`src/rtl/uart_frame_rx.sv`:
```
// 8N1 UART receiver that packs FRAME_BYTES accepted bytes into one wide word
// and strobes we_o once per complete frame; partial frames are flushed after an idle gap.
module uart_frame_rx #(
  parameter int CLKS_PER_BIT = 16,
  parameter int FRAME_BYTES  = 5,
  parameter int TIMEOUT_BITS = 20
) (
  input  logic                     clk_i,
  input  logic                     rst_ni,
  input  logic                     rx_i,
  output logic [8*FRAME_BYTES-1:0] data_o,
  output logic                     we_o,
  output logic                     frame_err_o,
  output logic                     busy_o,
  output logic [2:0]               state_o
);

  localparam int CNT_W  = $clog2(CLKS_PER_BIT);
  localparam int TO_CYC = TIMEOUT_BITS * CLKS_PER_BIT;
  localparam int TO_W   = $clog2(TO_CYC + 1);
  localparam int BC_W   = $clog2(FRAME_BYTES + 1);

  localparam logic [CNT_W-1:0] HALF_M1   = CNT_W'(CLKS_PER_BIT / 2 - 1);
  localparam logic [CNT_W-1:0] FULL_M1   = CNT_W'(CLKS_PER_BIT - 1);
  localparam logic [TO_W-1:0]  TO_M1     = TO_W'(TO_CYC - 1);
  localparam logic [BC_W-1:0]  LAST_BYTE = BC_W'(FRAME_BYTES - 1);

  typedef enum logic [2:0] {
    IDLE  = 3'd0,
    START = 3'd1,
    DATA  = 3'd2,
    STOP  = 3'd3,
    BREAK = 3'd4
  } state_t;

  state_t                   state;
  logic                     rx_meta, rx_s;
  logic [CNT_W-1:0]         clk_cnt;
  logic [2:0]               bit_cnt;
  logic [7:0]               shreg;
  logic [BC_W-1:0]          byte_cnt;
  logic [TO_W-1:0]          idle_cnt;
  logic [8*FRAME_BYTES-1:0] frame_q;

  // Line idles high, so the synchronizer resets to 1 to avoid a false start.
  always_ff @(posedge clk_i or negedge rst_ni) begin
    if (!rst_ni) begin
      rx_meta <= 1'b1;
      rx_s    <= 1'b1;
    end else begin
      rx_meta <= rx_i;
      rx_s    <= rx_meta;
    end
  end

  always_ff @(posedge clk_i or negedge rst_ni) begin
    if (!rst_ni) begin
      state       <= IDLE;
      clk_cnt     <= '0;
      bit_cnt     <= '0;
      shreg       <= '0;
      byte_cnt    <= '0;
      idle_cnt    <= '0;
      frame_q     <= '0;
      data_o      <= '0;
      we_o        <= 1'b0;
      frame_err_o <= 1'b0;
    end else begin
      we_o        <= 1'b0;
      frame_err_o <= 1'b0;
      case (state)
        IDLE: begin
          if (byte_cnt != '0) begin
            if (idle_cnt == TO_M1) begin
              byte_cnt <= '0;
              idle_cnt <= '0;
            end else begin
              idle_cnt <= idle_cnt + 1'b1;
            end
          end
          // A start edge on the expiry cycle still gets the byte_cnt clear above.
          if (!rx_s) begin
            state    <= START;
            clk_cnt  <= '0;
            bit_cnt  <= '0;
            idle_cnt <= '0;
          end
        end
        START: begin
          if (clk_cnt == HALF_M1) begin
            clk_cnt <= '0;
            state   <= rx_s ? IDLE : DATA;
          end else begin
            clk_cnt <= clk_cnt + 1'b1;
          end
        end
        DATA: begin
          if (clk_cnt == FULL_M1) begin
            clk_cnt <= '0;
            shreg   <= {rx_s, shreg[7:1]};
            bit_cnt <= bit_cnt + 3'd1;
            if (bit_cnt == 3'd7) state <= STOP;
          end else begin
            clk_cnt <= clk_cnt + 1'b1;
          end
        end
        STOP: begin
          if (clk_cnt == FULL_M1) begin
            clk_cnt <= '0;
            if (rx_s) begin
              state   <= IDLE;
              frame_q <= {frame_q[8*FRAME_BYTES-9:0], shreg};
              if (byte_cnt == LAST_BYTE) begin
                data_o   <= {frame_q[8*FRAME_BYTES-9:0], shreg};
                we_o     <= 1'b1;
                byte_cnt <= '0;
              end else begin
                byte_cnt <= byte_cnt + 1'b1;
              end
            end else begin
              state       <= BREAK;
              frame_err_o <= 1'b1;
              byte_cnt    <= '0;
              frame_q     <= '0;
            end
          end else begin
            clk_cnt <= clk_cnt + 1'b1;
          end
        end
        BREAK: begin
          if (rx_s) state <= IDLE;
        end
        default: state <= IDLE;
      endcase
    end
  end

  assign busy_o  = (state != IDLE) || (byte_cnt != '0);
  assign state_o = state;

endmodule

```
`config.mk`:
```
export PLATFORM = sky130hd
export DESIGN_NAME = uart_frame_rx
export DESIGN_NICKNAME = d
export VERILOG_FILES = /design/src/rtl/uart_frame_rx.sv
export SDC_FILE = /design/constraint.sdc
export NUM_CORES = 1
export LEC_CHECK = 0
export ABC_CLOCK_PERIOD_IN_PS = 2700
export BUFFER_PORTS_ARGS = -buffer_cell sky130_fd_sc_hd__buf_2
export CAP_MARGIN = 30
export CELL_PAD_IN_SITES_DETAIL_PLACEMENT = 1
export CELL_PAD_IN_SITES_GLOBAL_PLACEMENT = 1
export CORE_ASPECT_RATIO = 1.5
export CORE_MARGIN = 5
export CORE_UTILIZATION = 52
export DETAILED_ROUTE_END_ITERATION = 6
export HOLD_SLACK_MARGIN = 0.02
export PLACE_DENSITY_LB_ADDON = 0.1
export SLEW_MARGIN = 30
export SYNTH_ARGS = -nofsm -noshare
export SYNTH_HDL_FRONTEND = slang
export SYNTH_SLANG_ARGS = --single-unit
export TNS_END_PERCENT = 20
```
`constraint.sdc`:
```
create_clock -name clk_i -period 2.7 [get_ports clk_i]
set_input_delay 0.405 -clock clk_i [delete_from_list [all_inputs] [get_ports clk_i]]
set_output_delay 0.405 -clock clk_i [all_outputs]
set_load 0.02 [all_outputs]
```
# == Word-level counts from Yosys, hierarchy flattened ==
# Cells that the tools add are included.
# classes
addsub,4
eq_ne,18
n_mux,33
n_reduce_logical,16
# op_table
operator,n
3-bit two-way mux,14
32-bit two-way mux,1
9-bit two-way mux,3
"2-bit != test, second input constant",8
3-bit case mux with 5 select lines,1
4-bit two-way mux,3
3-bit case mux with 2 select lines,2
4-bit case mux with 3 select lines,1
"9-bit by 1-bit adder with 9-bit output, second input constant",1
"3-bit == test, second input constant",3
"9-bit == test, second input constant",1
3-bit nonzero test,3
2-bit AND reduction,4
4-bit AND reduction,2
1-bit two-way mux,7
"3-bit by 1-bit adder with 3-bit output, second input constant",2
"3-bit by 2-bit == test with 1-bit output, second input constant",2
6-bit AND reduction,1
"4-bit by 1-bit adder with 4-bit output, second input constant",1
"4-bit by 3-bit == test with 1-bit output, second input constant",1
"4-bit == test, second input constant",1
2-bit nonzero test,2
"3-bit by 1-bit == test with 1-bit output, second input constant",1
3-bit zero test,1
other kinds (5),5
# word_totals
ff_bits,106
wordCells,83

# == Depth between registers and ports, before layout ==
# Gate-level depths: netlist of run 1.
# depth
word_depth,5
depth_mapped,7
mapped_depth_nobuf,6

# == Least setup slack after synthesis of run 1 ==
# No wires, ideal clock.
# synth_path
path_type,reg-to-reg
startpoint,reg rx_s
endpoint,reg data_o[0]
setup_ns,0.125
arrival_time_ns,1.729
setup_slack_ns,0.845
path_stages_with_launch,8
path_buffers,3
cell_sequence,dfstp_2 > buf_2 > nand4b_2 > nor2_4 > and3_1 > buf_4 > buf_8 > mux2_4
# synth_between
elab_chain_cells,1
# synth_lines
element,line_no,source
start: declaration,37,"logic rx_meta, rx_s;"
start signal: assignment,52,rx_s <= rx_meta;
4-bit AND reduction (no line),--,
end signal: assignment,114,"data_o <= {frame_q[8*FRAME_BYTES-9:0], shreg};"
end: declaration,11,"output logic [8*FRAME_BYTES-1:0] data_o,"
# Every way passes these cells.
# A chain may end at the register's enable or synchronous reset.

# == Final worst setup path of run 1 ==
# layout_path
startpoint,reg clk_cnt[0]
endpoint,reg data_o[28]
# layout_between
elab_chain_cells,2
# layout_lines
element,line_no,source
start: declaration,38,logic [CNT_W-1:0] clk_cnt;
start signal: assignment,94,clk_cnt <= clk_cnt + 1'b1;
start signal: assignment,104,clk_cnt <= clk_cnt + 1'b1;
start signal: assignment,127,clk_cnt <= clk_cnt + 1'b1;
4-bit == test,108,if (clk_cnt == FULL_M1) begin
4-bit AND reduction (no line),--,
# Every way passes these cells.

==> results.py, run 1 <==
metrics = {
    "yosys": {
        "syn_avg_cell_area_um2": 13.6,
        "syn_inst": 338,
        "ys_seq_area_share_pct": 57.7,
        "synthFlopType": "dfrtp_1",
        "mappedNetlistArea_um2": 4600,
        "synth_warnings": 0,
        "synthesis.nets": 347,
        "synth_seq_cells": 106,
        "synthArstFlopShare_pct": 100,
        "ys_types": 54,
        "synth_edf_count": 0,
    },
    "sta": {
        "setup_tns_ps": 0,
        "drv_slew": 0,
        "finClkSkew_ps": 9.16,
        "max_slew_margin_pct": 65.1,
        "setup_viol_count_final": 0,
        "finalCriticalPeriod_ps": 2250,
        "finalHoldViolations": 0,
        "setup_slack_ps": 454,
        "tightest_slew_ps": 523,
        "rsz0062_at_grt": "false",
        "fmax_ghz": 0.445,
        "finalCritPeriodShare_pct": 83.2,
    },
    "critical_path": {
        "path_buf_inv": 1,
        "critical_path.max_stage_delay_ps": 500,
        "cp_cell_sequence": "ha_1, nand3_2, nor2_4, and3_2, buf_12, mux2_4",
        "worstSetupStartpointType": "flop",
        "path_class": "flop to flop",
        "path_delay_family": "simple AND/OR/NAND/NOR gates",
        "cp_max_fo": 19,
        "required_ps": 2930,
        "crit_slowest_cell": "and3_2",
        "critPathArrivalTime_ps": 2470,
        "end_kind": "flop",
    },
    "die": {
        "ioPinCount": 49,
        "start_util_pct": 52.7,
        "core_um2": 8720,
        "die_w_um": 86.8,
        "die_area_um2": 10900,
        "row_count": 42,
        "die_height_um": 125,
    },
    "grt": {
        "grt_first_pass_wirelength_um": 16200,
        "grt_overflow_total": 0,
        "antenna_found_initial": 0,
        "grt_max_degree": 39,
        "grt_usage_pct": 18.8,
        "grt_pass1_vias": 3080,
    },
    "clock_tree": {
        "cts_tree": "built",
        "cts_hold_buf": 0,
        "clk_latency_ps": 350,
        "postCtsSetupBuffers": 0,
        "cts-resized-gates": 0,
        "clockBufferDepth": 2,
        "clock_sinks": 106,
        "cts_buffers": 9,
        "clock-root-buffer": "clkbuf_16",
        "h-tree-depth": 3,
        "clk_pin_slew_ps": 70,
    },
    "detailed_routing": {
        "postRouteAntennaNets": 0,
        "wl_um": 9280,
        "vias_per_cell": 5.70,
        "wl_per_cell_um": 18.5,
        "drt-pass1-iter-count": 4,
        "post-route-drc-count": 0,
        "drt_iter0_drc": 107,
        "via_count": 2857,
    },
    "power_and_ir_drop": {
        "leakagePower_nw": 2.68,
        "irDropWorstVdd_uv": 373,
        "total_power_mw": 3.49,
        "p_per_area_nw_per_um2": 667,
    },
    "layout": {
        "nets": 396,
        "antenna_cells": 0,
        "area_growth_syn_to_layout_pct": 13.8,
        "layout_common_cells": "dfrtp_1 (104), buf_2 (47), nand2_1 (44)",
        "layout_commonest_cell": "dfrtp_1",
        "final_layout_size_suffix_gt1_share_pct": 32.7,
    },
    "run_status": {
        "status": "finished clean",
    },
    "placed_design": {
        "post-place-ws_ps": 468,
        "place.gp.congestion": 0.826,
        "place_hpwl_um": 6390,
        "portBuffers": 48,
    },
    "run": {
        "maxCapViolCount": 0,
    },
    "worst_hold_path": {
        "hold_class": "input port to async pin",
    },
}
-- path summary, 6_finish.rpt --
path	startpoint	end	slack, ps	cells past startpoint
hold / removal	rst_ni	data_o[25]	30	1
setup / recovery	clk_cnt[0]	data_o[28]	450	6
min in group clk_i	rx_i	rx_meta	160	1
hold reg to reg	rx_meta	rx_s	360	0
max in group asynchronous	rst_ni	rx_s	1950	2
setup reg to reg	clk_cnt[0]	data_o[28]	450	6
-- per-layer routing --
layer  share of wire (%)  global-route usage [%]
met1                  43                    24.4
met2                  52                    31.1
met3                 3.3                    3.82
met4                 1.3                    6.51
met5                   0                       0
-- power breakdown --
group	switching [mW]	internal, mW	total, mW
clock network	0.568	0.811	1.38
logic	0.240	0.140	0.380
registers	0.0922	1.64	1.74
total	0.900	2.59	3.49
-- sequential cells by signal, summed over array words and instances (netlist names), 3 cells and up --
name	cells
state_o	3
bit_cnt	3
clk_cnt	4
byte_cnt	3
data_o	40
shreg	8
idle_cnt	9
frame_q	32
-- per-stage QoR --
step	instance area, um^2	std cells	utilization [%]	hold slack, ps
2_1_floorplan	4600	338	-	109
3_3_place_gp	4920	486	56.5	346
3_5_place_dp	4920	486	56.5	352
4_1_cts	5240	501	60.0	40.2
5_1_grt	5240	501	60.0	58.6
6_report	5240	501	60.0	29.5
-- kinds of logic after synthesis --
family	count (synthesis)	share of synthesized area (%)
buffers and inverters	23	3.86
multiplexers	44	14.0
AO/OA/AOI/OAI	70	12.6
flip-flops	106	57.7
adder cells (fa/ha/maj)	6	1.63
AND/OR/NAND/NOR	89	10.3
-- worst reg2reg max path, delay by kind of cell, from the launching register on --
family	cells	cell delay, ps
buf+inv	1	260
mux	1	330
simple gates	3	830
flops	1	400
fa+ha+maj	1	300
-- Yosys cell counts (all sizes together) (2+ instances only) --
| library cell | n | area (um^2) |
|---|---|---|
| a21o | 3 | 22.5 |
| a21oi | 3 | 18.8 |
| a22o | 35 | 307 |
| a22oi | 2 | 15.0 |
| a31oi | 4 | 25.0 |
| and3 | 2 | 12.5 |
| buf | 17 | 155 |
| clkbuf | 2 | 7.51 |
| dfrtp | 104 | 2600 |
| dfstp | 2 | 52.6 |
| ha | 6 | 75.1 |
| inv | 4 | 15.0 |
| mux2 | 42 | 623 |
| mux2i | 2 | 20.0 |
| nand2 | 44 | 165 |
| nand2b | 6 | 37.5 |
| nand3 | 7 | 40.0 |
| nor2 | 11 | 65.1 |
| nor2b | 2 | 12.5 |
| nor3 | 3 | 15.0 |
| nor4 | 3 | 33.8 |
| o21a | 2 | 15.0 |
| o21ai | 9 | 45.0 |
| o22ai | 2 | 26.3 |
| o41ai | 2 | 32.5 |
| or3 | 4 | 30.0 |
-- area by class of cell --
type	instances	area [um^2]
multi-input cells	209	1770
fillers	910	3490
clock buffers	9	225
flip-flops and latches	106	2660
repair buffers	57	348
well taps	110	138
clock inverters	6	87.6
inverters	4	15.0
Note: power is estimated with default switching activity, not from simulation.
==> run 2: changes to the inputs <==
ABC_CLOCK_PERIOD_IN_PS = 2100   (was 2700)
CORE_UTILIZATION = 48   (was 52)
clock period = 2.1 ns   (was 2.7 ns; I/O delays follow)
==> run 2 against run 1 <==
Routed wire length grew 3.7%. Count of clock-buffer cells in the layout is 2 higher. Clock skew up 1.5 ps. Cell area grew 1.4%. Non-clock buffer count rose by 5. Register-to-register slack got worse by 350 ps. Sequential power is 27% higher. Sequential cell count is the same. Total power up 31%. Largest power group unchanged. Highest routed layer unchanged.
==> results.py, run 2 (synthesized netlist as in run 1, its figures left out) <==
metrics = {
    "layout": {
        "design_area_um2": 5310,
        "top_regs": "data_o (40), frame_q (32), idle_cnt (9)",
        "final_layout_size_suffix_gt1_share_pct": 33.2,
        "layout_commonest_cell": "dfrtp_1",
        "regMostFlops": "data_o",
        "nets": 401,
        "layout_common_cells": "dfrtp_1 (104), buf_2 (47), nand2_1 (44)",
        "largest_register_ffs": 40,
        "antenna_cells": 0,
        "fin_util_pct": 57.1,
        "area_growth_syn_to_layout_pct": 15.5,
        "fin_cells": 509,
    },
    "worst_hold_path": {
        "hold_class": "input port to flop",
        "worstHoldEndpoint": "rx_meta",
        "worstHoldStart": "rx_i",
        "hold_path_depth": 1,
    },
    "clock_tree": {
        "clock-root-buffer": "clkbuf_16",
        "clock_sinks": 106,
        "clockBufferDepth": 2,
        "clk_latency_ps": 340,
        "cts_tree": "built",
        "clk_pin_slew_ps": 70,
        "cts-resized-gates": 0,
        "h-tree-depth": 3,
        "cts_buffers": 9,
    },
    "critical_path": {
        "required_ps": 2330,
        "critPathArrivalTime_ps": 2220,
        "reg2reg_from": "clk_cnt[0]",
        "path_class": "flop to flop",
        "cp_cell_sequence": "ha_1, nand3_2, nor2_4, and3_2, buf_12, mux2_2",
        "crit_slowest_cell": "dfrtp_1",
        "critical_path.max_stage_delay_ps": 390,
        "r2r_end": "data_o[39]",
        "cp_max_fo": 21,
        "reg2reg_setup_slack_ps": 110,
        "cp-startpoint": "clk_cnt[0]",
        "end_kind": "flop",
        "worstSetupStartpointType": "flop",
        "ff2ff_path_depth": 6,
    },
    "grt": {
        "grt_pass1_vias": 3141,
        "grt_first_pass_wirelength_um": 15800,
        "grt_usage_pct": 16.6,
        "grt_max_degree": 50,
        "antenna_found_initial": 0,
        "grt_overflow_total": 0,
    },
    "sta": {
        "rsz0062_at_grt": "false",
        "holdWs_ps": 70.8,
        "drv_slew": 0,
        "fmax_ghz": 0.502,
        "finalCriticalPeriod_ps": 1990,
        "max_slew_margin_pct": 75.9,
        "finClkSkew_ps": 10.7,
        "setup_slack_ps": 108,
        "setup_tns_ps": 0,
        "finalCritPeriodShare_pct": 94.8,
        "tightest_slew_ps": 362,
        "setup_viol_count_final": 0,
        "finalHoldViolations": 0,
    },
    "detailed_routing": {
        "postRouteAntennaNets": 0,
        "via_count": 2876,
        "vias_per_cell": 5.65,
        "post-route-drc-count": 0,
        "drt-pass1-iter-count": 4,
        "drt_iter0_drc": 65,
        "wl_um": 9630,
        "wl_per_cell_um": 18.9,
    },
    "die": {
        "ioPinCount": 49,
        "die_height_um": 130,
        "row_count": 43,
        "die_w_um": 89.9,
        "die_area_um2": 11700,
        "start_util_pct": 49.4,
        "core_um2": 9310,
    },
    "run_status": {
        "status": "finished clean",
    },
    "power_and_ir_drop": {
        "leakagePower_nw": 2.71,
        "p_per_area_nw_per_um2": 861,
        "total_power_mw": 4.57,
        "irDropWorstVdd_uv": 759,
    },
    "placed_design": {
        "post-place-ws_ps": 69.3,
        "portBuffers": 48,
        "place_hpwl_um": 6360,
        "dpl_cell_area_um2": 4950,
        "place.gp.congestion": 0.763,
        "dp_cells": 491,
    },
    "run": {
        "maxCapViolCount": 0,
    },
}
run 2: how the worst max path moves through the flow:
stage	to	slack (ps)
6_report	data_o[39]	110
5_1_grt	data_o[39]	0.9
4_1_cts	data_o[39]	50
3_5_place_dp	data_o[39]	70
3_3_place_gp	data_o[39]	140
2_1_floorplan	data_o[0]	250
run 2: layout make-up:
type / count / area (um^2)
Tap cell: 112 / 140
Timing Repair Buffer: 62 / 405
Clock inverter: 5 / 85.1
Sequential cell: 106 / 2660
Clock buffer: 11 / 243
Fill cell: 940 / 4000
Multi-Input combinational cell: 209 / 1770
Inverter: 4 / 15.0
run 2: worst max-delay path: cells and delay by family (launching register included):
kind          cells  cell delay, ps
simple gates      3             610
flops             1             390
mux               1             350
fa+ha+maj         1             290
buf+inv           1             220
run 2: repair_timing:
action | 4_1_cts | 5_1_grt
buffers inserted | 0 | 0
endpoints found under the hold margin | 21 | 0
setup endpoints to repair | 0 | 23
hold buffers | 1 | 0
run 2: power by group:
group	internal (mW)	leakage [nW]	switching, mW	total [mW]
clock	1.08	0.156	0.748	1.83
sequential	2.11	1.46	0.0975	2.21
combinational	0.195	1.09	0.333	0.528
total	3.39	2.71	1.18	4.57
run 2: metal layers:
| layer | vias to the layer above | share of wire, % | track usage, % |
|---|---|---|---|
| met5 | - | 0 | 0 |
| met4 | 0 | 1.5 | 5.87 |
| met3 | 10 | 3.3 | 4.04 |
| met2 | 37 | 52 | 29.7 |
| met1 | 1499 | 43 | 19.5 |
| li1 | 1330 | - | - |
